[config.mk]
export PLATFORM = sky130hd
export DESIGN_NAME = parking_gate_arbiter_flat
export DESIGN_NICKNAME = d
export VERILOG_FILES = /design/src/rtl/parking_gate_arbiter_if.sv /design/src/rtl/parking_gate_arbiter.sv /design/src/flat_wrapper.sv
export SDC_FILE = /design/constraint.sdc
export NUM_CORES = 1
export LEC_CHECK = 0
export BUFFER_PORTS_ARGS = -buffer_cell sky130_fd_sc_hd__clkbuf_2
export CORE_MARGIN = 5
export CORE_UTILIZATION = 57
export CTS_CLUSTER_SIZE = 25
export DETAILED_ROUTE_END_ITERATION = 16
export PLACE_DENSITY = 0.82
export SETUP_SLACK_MARGIN = 0.3
export SYNTH_ARGS = -nofsm -noshare
export SYNTH_HDL_FRONTEND = slang
export SYNTH_SLANG_ARGS = --single-unit
[constraint.sdc]
create_clock -name clk -period 2.7 [get_ports clk]
set_clock_uncertainty 0.2 [all_clocks]
set_input_delay 0.135 -clock clk [delete_from_list [all_inputs] [get_ports clk]]
set_output_delay 0.135 -clock clk [all_outputs]
set_load 0.01 [all_outputs]
[src/rtl/parking_gate_arbiter_if.sv]
// Lane-side and motor-side signals of the parking gate arbiter.
// The arbiter uses the slave modport; the master modport is for the lane/motor environment.
interface parking_gate_arbiter_if #(
  parameter int CNT_W = 4
);
  logic             entrance_req;
  logic [5:0]       entrance_pass;
  logic             exit_req;
  logic             door_max_open;
  logic             door_max_close;
  logic             door_open;
  logic             door_close;
  logic             ok_pass;
  logic             wrong_pass;
  logic [1:0]       lane_grant;
  logic [CNT_W-1:0] car_number;
  logic             empty;
  logic             full;
  logic             busy;
  logic             fault;

  modport master (
    output entrance_req, entrance_pass, exit_req, door_max_open, door_max_close,
    input  door_open, door_close, ok_pass, wrong_pass, lane_grant,
           car_number, empty, full, busy, fault
  );

  modport slave (
    input  entrance_req, entrance_pass, exit_req, door_max_open, door_max_close,
    output door_open, door_close, ok_pass, wrong_pass, lane_grant,
           car_number, empty, full, busy, fault
  );
endinterface

[src/rtl/parking_gate_arbiter.sv]
// Shares one parking-lot door between entrance and exit lanes: round-robin arbitration,
// password check, open/hold/close motor sequencing, occupancy count and sticky fault.
module parking_gate_arbiter #(
  parameter int CAPACITY      = 10,
  parameter int INIT_COUNT    = 0,
  parameter int HOLD_CYCLES   = 16,
  parameter int MOTOR_TIMEOUT = 255,
  parameter int CNT_W         = 4
) (
  input  logic                   clk,
  input  logic                   rst_n,
  parking_gate_arbiter_if.slave  gate
);

  typedef enum logic [2:0] {
    S_IDLE, S_CHECK, S_OPEN, S_HOLD, S_CLOSE, S_COMMIT, S_FAULT
  } state_t;

  localparam int TMR_MAX = (MOTOR_TIMEOUT > HOLD_CYCLES) ? MOTOR_TIMEOUT : HOLD_CYCLES;
  localparam int TMR_W   = $clog2(TMR_MAX + 1);

  localparam logic [CNT_W-1:0] CAP_C     = CNT_W'(CAPACITY);
  localparam logic [CNT_W-1:0] INIT_C    = CNT_W'(INIT_COUNT);
  localparam logic [TMR_W-1:0] TOUT_LAST = TMR_W'(MOTOR_TIMEOUT - 1);
  localparam logic [TMR_W-1:0] HOLD_LAST = TMR_W'(HOLD_CYCLES - 1);
  localparam logic             INIT_EMPTY = (INIT_COUNT == 0);
  localparam logic             INIT_FULL  = (INIT_COUNT == CAPACITY);

  function automatic logic pass_valid(input logic [5:0] p);
    return (p == 6'd3)  | (p == 6'd7)  | (p == 6'd35) | (p == 6'd38) | (p == 6'd39) |
           (p == 6'd44) | (p == 6'd47) | (p == 6'd51) | (p == 6'd55) | (p == 6'd63);
  endfunction

  state_t           state_q, state_d;
  logic [TMR_W-1:0] timer_q, timer_d;
  logic [CNT_W-1:0] count_q, count_d;
  logic             empty_q, empty_d;
  logic             full_q, full_d;
  logic [1:0]       grant_q, grant_d;
  logic             last_exit_q, last_exit_d;
  logic             lock_q, lock_d;
  logic             open_q, open_d;
  logic             close_q, close_d;
  logic             ok_q, ok_d;
  logic             wrong_q, wrong_d;
  logic             busy_q, busy_d;
  logic             fault_q, fault_d;

  logic ent_elig, ex_elig, both_lim;

  always_comb begin
    state_d     = state_q;
    timer_d     = timer_q;
    count_d     = count_q;
    grant_d     = grant_q;
    last_exit_d = last_exit_q;
    lock_d      = lock_q;
    ok_d        = 1'b0;
    wrong_d     = 1'b0;

    ent_elig = gate.entrance_req && !lock_q;
    ex_elig  = gate.exit_req && !empty_q;
    both_lim = gate.door_max_open && gate.door_max_close;

    // The lockout only releases once the car has actually left the entrance sensor.
    if (!gate.entrance_req) lock_d = 1'b0;

    if (state_q != S_IDLE && both_lim) begin
      state_d = S_FAULT;
    end else begin
      unique case (state_q)
        S_IDLE: begin
          if (ent_elig && (!ex_elig || last_exit_q)) begin
            state_d = S_CHECK;
            grant_d = 2'b01;
          end else if (ex_elig) begin
            state_d = S_OPEN;
            grant_d = 2'b10;
            timer_d = '0;
          end
        end
        S_CHECK: begin
          if (pass_valid(gate.entrance_pass) && !full_q) begin
            ok_d    = 1'b1;
            state_d = S_OPEN;
            timer_d = '0;
          end else begin
            wrong_d = 1'b1;
            lock_d  = 1'b1;
            grant_d = 2'b00;
            state_d = S_IDLE;
          end
        end
        S_OPEN: begin
          if (gate.door_max_open) begin
            state_d = S_HOLD;
            timer_d = '0;
          end else if (timer_q == TOUT_LAST) begin
            state_d = S_FAULT;
          end else begin
            timer_d = timer_q + 1'b1;
          end
        end
        S_HOLD: begin
          if (timer_q == HOLD_LAST) begin
            state_d = S_CLOSE;
            timer_d = '0;
          end else begin
            timer_d = timer_q + 1'b1;
          end
        end
        S_CLOSE: begin
          if (gate.door_max_close) begin
            state_d = S_COMMIT;
          end else if (timer_q == TOUT_LAST) begin
            state_d = S_FAULT;
          end else begin
            timer_d = timer_q + 1'b1;
          end
        end
        S_COMMIT: begin
          if (grant_q[0]) begin
            if (count_q != CAP_C) count_d = count_q + 1'b1;
          end else begin
            if (count_q != '0) count_d = count_q - 1'b1;
          end
          last_exit_d = grant_q[1];
          grant_d     = 2'b00;
          state_d     = S_IDLE;
        end
        S_FAULT: state_d = S_FAULT;
        default: state_d = S_FAULT;
      endcase
    end

    // Outputs are registered from the next state so they line up with the state change.
    open_d  = (state_d == S_OPEN);
    close_d = (state_d == S_CLOSE);
    busy_d  = (state_d != S_IDLE);
    fault_d = (state_d == S_FAULT);
    if (fault_d) grant_d = 2'b00;
    empty_d = (count_d == '0);
    full_d  = (count_d == CAP_C);
  end

  always_ff @(posedge clk) begin
    if (!rst_n) begin
      state_q     <= S_IDLE;
      timer_q     <= '0;
      count_q     <= INIT_C;
      empty_q     <= INIT_EMPTY;
      full_q      <= INIT_FULL;
      grant_q     <= 2'b00;
      last_exit_q <= 1'b1;
      lock_q      <= 1'b0;
      open_q      <= 1'b0;
      close_q     <= 1'b0;
      ok_q        <= 1'b0;
      wrong_q     <= 1'b0;
      busy_q      <= 1'b0;
      fault_q     <= 1'b0;
    end else begin
      state_q     <= state_d;
      timer_q     <= timer_d;
      count_q     <= count_d;
      empty_q     <= empty_d;
      full_q      <= full_d;
      grant_q     <= grant_d;
      last_exit_q <= last_exit_d;
      lock_q      <= lock_d;
      open_q      <= open_d;
      close_q     <= close_d;
      ok_q        <= ok_d;
      wrong_q     <= wrong_d;
      busy_q      <= busy_d;
      fault_q     <= fault_d;
    end
  end

  assign gate.door_open  = open_q;
  assign gate.door_close = close_q;
  assign gate.ok_pass    = ok_q;
  assign gate.wrong_pass = wrong_q;
  assign gate.lane_grant = grant_q;
  assign gate.car_number = count_q;
  assign gate.empty      = empty_q;
  assign gate.full       = full_q;
  assign gate.busy       = busy_q;
  assign gate.fault      = fault_q;

endmodule

[src/flat_wrapper.sv]
// flat-port wrapper written by rule: the top's interface ports become plain ports
module parking_gate_arbiter_flat 
#(
  parameter int CAPACITY      = 10,
  parameter int INIT_COUNT    = 0,
  parameter int HOLD_CYCLES   = 16,
  parameter int MOTOR_TIMEOUT = 255,
  parameter int CNT_W         = 4
)
  (clk, rst_n, gate_entrance_req, gate_entrance_pass, gate_exit_req, gate_door_max_open, gate_door_max_close, gate_door_open, gate_door_close, gate_ok_pass, gate_wrong_pass, gate_lane_grant, gate_car_number, gate_empty, gate_full, gate_busy, gate_fault);
  parking_gate_arbiter_if #(.CNT_W(CNT_W)) gate_i ();
  input  logic clk;
  input  logic rst_n;
  input wire logic [$bits(gate_i.entrance_req)-1:0] gate_entrance_req;
  input wire logic [$bits(gate_i.entrance_pass)-1:0] gate_entrance_pass;
  input wire logic [$bits(gate_i.exit_req)-1:0] gate_exit_req;
  input wire logic [$bits(gate_i.door_max_open)-1:0] gate_door_max_open;
  input wire logic [$bits(gate_i.door_max_close)-1:0] gate_door_max_close;
  output wire logic [$bits(gate_i.door_open)-1:0] gate_door_open;
  output wire logic [$bits(gate_i.door_close)-1:0] gate_door_close;
  output wire logic [$bits(gate_i.ok_pass)-1:0] gate_ok_pass;
  output wire logic [$bits(gate_i.wrong_pass)-1:0] gate_wrong_pass;
  output wire logic [$bits(gate_i.lane_grant)-1:0] gate_lane_grant;
  output wire logic [$bits(gate_i.car_number)-1:0] gate_car_number;
  output wire logic [$bits(gate_i.empty)-1:0] gate_empty;
  output wire logic [$bits(gate_i.full)-1:0] gate_full;
  output wire logic [$bits(gate_i.busy)-1:0] gate_busy;
  output wire logic [$bits(gate_i.fault)-1:0] gate_fault;
  assign gate_i.entrance_req = gate_entrance_req;
  assign gate_i.entrance_pass = gate_entrance_pass;
  assign gate_i.exit_req = gate_exit_req;
  assign gate_i.door_max_open = gate_door_max_open;
  assign gate_i.door_max_close = gate_door_max_close;
  assign gate_door_open = gate_i.door_open;
  assign gate_door_close = gate_i.door_close;
  assign gate_ok_pass = gate_i.ok_pass;
  assign gate_wrong_pass = gate_i.wrong_pass;
  assign gate_lane_grant = gate_i.lane_grant;
  assign gate_car_number = gate_i.car_number;
  assign gate_empty = gate_i.empty;
  assign gate_full = gate_i.full;
  assign gate_busy = gate_i.busy;
  assign gate_fault = gate_i.fault;
  parking_gate_arbiter #(.CAPACITY(CAPACITY), .INIT_COUNT(INIT_COUNT), .HOLD_CYCLES(HOLD_CYCLES), .MOTOR_TIMEOUT(MOTOR_TIMEOUT), .CNT_W(CNT_W)) u_core (.clk(clk), .rst_n(rst_n), .gate(gate_i));
endmodule
# Word-level counts from Yosys, hierarchy flattened
# Index checks and enable logic that the tools add are counted.
dict set report op_classes {
  n_mux 32
  bitwise_logic 12
  eq_ne 28
  n_reduce_logical 23
  add_sub_neg 3
}
# operator n
set ops {}
lappend ops {{two-way mux 8 bit} 7}
lappend ops {{== test 6 bit, second input constant} 8}
lappend ops {{one-hot mux 8 bit (5 select lines)} 1}
lappend ops {{two-way mux 3 bit} 7}
lappend ops {{two-way mux 4 bit} 5}
lappend ops {{one-hot mux 3 bit (6 select lines)} 1}
lappend ops {{== test 3 bit, second input constant} 4}
lappend ops {{== test 3 x 2 -> 1 bit, second input constant} 3}
lappend ops {{OR 1 bit} 9}
lappend ops {{nonzero test 3 bit} 3}
lappend ops {{adder 8 x 1 -> 8 bit, second input constant} 1}
lappend ops {{== test 8 x 4 -> 1 bit, second input constant} 1}
lappend ops {{== test 8 bit, second input constant} 1}
lappend ops {{two-way mux 2 bit} 4}
lappend ops {{== test 6 x 2 -> 1 bit, second input constant} 1}
lappend ops {{== test 6 x 3 -> 1 bit, second input constant} 1}
lappend ops {{logical AND 1 bit} 6}
lappend ops {{two-way mux 1 bit} 6}
lappend ops {{!= test 2 bit, second input constant} 3}
lappend ops {{one-hot mux 2 bit (3 select lines)} 1}
lappend ops {{AND reduction 6 bit} 1}
lappend ops {{nonzero test 5 bit} 1}
lappend ops {{adder 4 x 1 -> 4 bit, second input constant} 1}
lappend ops {{== test 4 bit, second input constant} 1}
lappend ops {{other kinds (15)} 21}
dict set report totals {
  ff_bits 27
  wordCells 112
  inputBits 12
}

# Longest topological paths before layout
dict set report depth {
  depth_word 16
  mapped_depth 7
  depth_no_buf 7
}

# Worst setup path after synthesis
# Ideal clock, no wire load.
dict set report synth_path {
  path_type {reg-to-reg}
  startpoint {register u_core.count_q[0], in the netlist u_core.gate.car_number[0]}
  endpoint {register u_core.empty_q, in the netlist u_core.gate.empty}
  setup_time_ns 0.096
  path_stages_with_launch 8
  period_less_slack_ns 1.977
  arrival_time_ns 1.681
  n_path_buf 0
  slack_ns 0.723
  required_ns 2.404
  path_cell_list {dfxtp_1 -> inv_1 -> ha_1 -> nand2b_1 -> nor3_1 -> o31a_1 -> or2_1 -> o41ai_2}
}
dict set report synth_via {
  elab_chain_cells 6
}
# element line
set synth_lines {}
lappend synth_lines {{start: declaration} parking_gate_arbiter.sv:36} ;# logic [CNT_W-1:0] count_q, count_d;
lappend synth_lines {{start signal: assignment} parking_gate_arbiter.sv:165} ;# count_q <= count_d;
lappend synth_lines {{subtractor 4 x 1 -> 4 bit (tied with other cells)} parking_gate_arbiter.sv:125} ;# if (count_q != '0) count_d = count_q - 1'b1;
lappend synth_lines {{two-way mux 4 bit, on equally long branches} {parking_gate_arbiter.sv:125, parking_gate_arbiter.sv:123}}
lappend synth_lines {{two-way mux 4 bit} parking_gate_arbiter.sv:122} ;# if (grant_q[0]) begin
lappend synth_lines {{two-way mux 4 bit} parking_gate_arbiter.sv:71} ;# unique case (state_q)
lappend synth_lines {{two-way mux 4 bit (*)} parking_gate_arbiter.sv:68} ;# if (state_q != S_IDLE && both_lim) begin
lappend synth_lines {{zero test 4 bit (*)} parking_gate_arbiter.sv:142} ;# empty_d = (count_d == '0);
lappend synth_lines {{end signal: assignment} parking_gate_arbiter.sv:166} ;# empty_q <= empty_d;
lappend synth_lines {{end: declaration} parking_gate_arbiter.sv:37} ;# logic empty_q, empty_d;
# Mark *: on every way between the ends. The rest lies on a longest branch, timed or not.
# A chain may end at the register's enable or synchronous reset.

# Worst setup path in the final report
dict set report layout_path {
  startpoint {register u_core.state_q[0]}
  endpoint {register u_core.empty_q, in the netlist u_core.gate.empty}
}
dict set report layout_via {
  elab_chain_cells 4
}
# element line
set layout_lines {}
lappend layout_lines {{start: declaration} parking_gate_arbiter.sv:34} ;# state_t state_q, state_d;
lappend layout_lines {{start signal: assignment} parking_gate_arbiter.sv:163} ;# state_q <= state_d;
lappend layout_lines {{== test 3 bit or nonzero test 3 bit (tied branches)} {parking_gate_arbiter.sv:71, parking_gate_arbiter.sv:68}}
lappend layout_lines {{two-way mux 4 bit or logical AND 1 bit (tied branches)} {parking_gate_arbiter.sv:71, parking_gate_arbiter.sv:68}}
lappend layout_lines {{two-way mux 4 bit (*)} parking_gate_arbiter.sv:68}
lappend layout_lines {{zero test 4 bit (*)} parking_gate_arbiter.sv:142}
# Marks and branches as above.

==> impl_results.md <==
- Outcome: finished, final reports clean
- Htree depth: 1
- Via density: 6.058
- Period utilization: 82.62%
- Antenna Violating Nets Remaining: 0
- Slowest stage cell, crit path: dfxtp_1
- Die footprint: 4354 um^2
- Vias in the first global route: 1567
- CP arrival: 2290 ps
- P_leak: 0.7871 nW
- Fmax: 0.4483 GHz
- Root Buffer Master: clkbuf_4
- Vias after detailed routing: 1666
- Register area share after synthesis: 30.25%
- Remaining DRCs: 0
- Post-DP HPWL: 2966 um
- EDFF count, synth: 0
- Clock sinks: 27
- Ys flop type: dfxtp_1
- Final wirelength: 3967 um
- Clk slew on worst S/H paths: 160 ps
- Crit end category: flip-flop
- Post-route cell area: 1979 um^2
- Cell Pwr Density: 419.6 nW/um^2
- Pins Over Slew Limit: 0
- Min Tclk post-route: 2231 ps
- Crit path max fanout: 12
- WHS: 35.88 ps
- Gate Count Post-Synth: 207
- TritonCTS clock tree: built
- Initial Utilization: 59.01%
- Largest net degree at the start of global routing: 20
- DP Area: 1929 um^2
- RSZ-0062 raised after global routing: no
- Final setup violation count: 0
- Antenna violations before repair: 0
- Share of cells above drive strength 1: 22.94%
- Total GRT Usage: 19.80%
- First DRT Iteration DRCs: 119
- Synth Area per Inst: 8.631 um^2
- Worst-path cell chain: and2b_2, nand3_4, o31a_1, or2_1, o41ai_2
- Worst Setup Start Kind: flip-flop
- Diodes inserted: 0
- Cell Rows: 20
- Worst-skew pair later-pin latency: 340 ps
- Io pins: 26
- Wire per inst: 14.43 um
- WP data required: 2760 ps
- First drt pass iteration count: 4
- Area added between synthesis and finish: 10.78%
- IO Port Bufs: 25
- Setup_tns: 0 ps
- Placer Congestion: 0.8505
- Nets@finish: 249
- Asr flop ratio synth: 0%
- First-pass GRT wire length: 6831 um
- Final hold vios: 0
- Worst hold stages: 3
- Rel. slew slack: 66.36%
- Die Ht: 65.99 um
- Least-Margin Pin Slew: 504.6 ps
- VDD IR-drop max: 281.5 uV
- Flops & latches, synth: 27
- Global route total overflow: 0
- CTS-repair resized insts: 0
- Post-Syn Area: 1787 um^2
- Max stage delay on crit path: 610 ps
- Mapped Nets: 224
- CTS Buf Count: 3
- Hold Path Class: primary input to flip-flop
- Core area: 3028 um^2
- Deepest clock path buffer count: 2
- Worst Reg2Reg Path Length in Cells: 5
- Netlist cell types: 63
- Syn. warnings: 0
- Die X: 65.99 um
- Crit Path Class: flip-flop to flip-flop
- MaxCap Viol Count: 0
[registers in the layout (all words and copies together) (netlist names)]
signal and count:
u_core.timer_q 8, u_core.gate.car_number 4, u_core.state_q 3, u_core.gate.lane_grant 2, u_core.gate.busy 1, u_core.gate.door_close 1, u_core.gate.door_open 1, u_core.gate.empty 1
u_core.gate.fault 1, u_core.gate.full 1, u_core.gate.ok_pass 1, u_core.gate.wrong_pass 1, u_core.last_exit_q 1, u_core.lock_q 1
[worst paths after layout]
kind	startpoint	endpoint	slack [ps]
worst min register to register	u_core.lock_q	u_core.lock_q	320
worst max-delay path	u_core.state_q[0]	u_core.gate.empty	470
worst max register to register	u_core.state_q[0]	u_core.gate.empty	470
worst min-delay path	gate_entrance_pass[5]	u_core.gate.ok_pass	40
[cell type report]
class                           instances  area [um^2]
Clock buffer                            3        22.52
Tap cell                               44        55.05
Timing Repair Buffer                   28        152.6
Multi-Input combinational cell        164         1171
Clock inverter                          1        7.507
Inverter                                8        30.03
Sequential cell                        27        540.5
Fill cell                             254         1049
[routing by layer]
layer	share of wire (%)	GRT usage [%]
met1	48	26.67
met2	46	32.42
met3	4.7	2.041
met4	1.5	7.614
met5	0	0
[stage by stage]
stage	std cells	power [mW]	setup slack, ps	util (%)
final	275	0.8305	469.1	65.37
after global routing	275	0.8708	346.7	65.37
after CTS	275	0.8307	469.5	65.37
after detailed placement	269	0.6477	514.1	63.72
after global placement	269	0.6446	581.8	63.72
after floorplan	207	0.5986	723.2	-
[critical path: cells and delay by family, from the launching register on]
kind / cells / cell delay, ps
AND/OR/NAND/NOR: 3 / 700
AO/OA/AOI/OAI: 2 / 640
flip-flops: 1 / 610
[what timing repair did]
action / in CTS / in global routing
hold buffers: 2 / 0
buffers inserted: 0 / 0
endpoints found under the hold margin: 3 / 0
[cell usage in the layout (no fill, tap or decap), types with 2 or more instances in the layout]
cell type,netlist,routed
o22ai_1,2,2
clkbuf_4,0,3
a31o_2,3,3
nand2b_1,5,5
nand3_1,7,7
nor3b_2,2,2
o32ai_1,2,2
ha_1,5,5
and3b_1,3,3
a32oi_1,2,2
and3_1,4,4
clkbuf_2,0,25
a32o_1,2,2
a31oi_1,5,5
o31a_1,4,4
a21oi_1,8,8
nand2_1,22,22
a21boi_0,2,2
o211ai_2,2,2
o21ai_0,6,6
inv_1,8,8
mux2i_1,2,2
o211ai_1,3,3
dfxtp_1,27,27
nor2_1,8,8
nor3_1,7,7
and4_1,3,3
nor2b_1,7,7
dlygate4sd3_1,0,2
nor4_1,3,3
a211oi_2,4,4
nor3b_1,5,5
and2_1,7,7
[report_power, final]
| part | switching, mW | internal [mW] | leakage, nW |
|---|---|---|---|
| Clock | 0.129 | 0.0569 | 0.0139 |
| Combinational | 0.122 | 0.0839 | 0.555 |
| Sequential | 0.0247 | 0.414 | 0.219 |
[kinds of logic (layout without fill, tap and decap cells)]
group,after synthesis,in the layout,share of synthesized area [%]
AO/OA/AOI/OAI,60,60,27.31
buffers and inverters,16,40,4.202
adder cells (fa/ha/maj),5,5,3.501
XOR/XNOR,1,1,0.4903
flip-flops,27,27,30.25
multiplexers,4,4,2.591
AND/OR/NAND/NOR,94,94,31.65
[cell usage after synthesis, types with 2 or more instances]
master     n  area [um^2]
nor3_1     7        35.03
nor2_1     8        30.03
o22ai_1    2        12.51
o32ai_1    2        17.52
and3_1     4        25.02
nand2_1   22        82.58
nor3b_2    2        25.02
a211oi_2   4        50.05
a31oi_1    5        31.28
a32oi_1    2        17.52
a31o_2     3        26.28
nor2b_1    7        43.79
a21oi_1    8        40.04
dfxtp_1   27        540.5
buf_2      3        15.01
nor3b_1    5        37.54
o211ai_1   3        22.52
o31a_1     4        35.03
a21boi_0   2        15.01
o21ai_0    6        30.03
and2_1     7        43.79
inv_1      8        30.03
and4_1     3        26.28
mux2i_1    2        20.02
clkbuf_1   3        11.26
nand3_1    7        35.03
o211ai_2   2        25.02
nand2b_1   5        31.28
nor4_1     3        18.77
ha_1       5        62.56
a32o_1     2        20.02
and3b_1    3        26.28
Power figures use the tool's default switching activity.
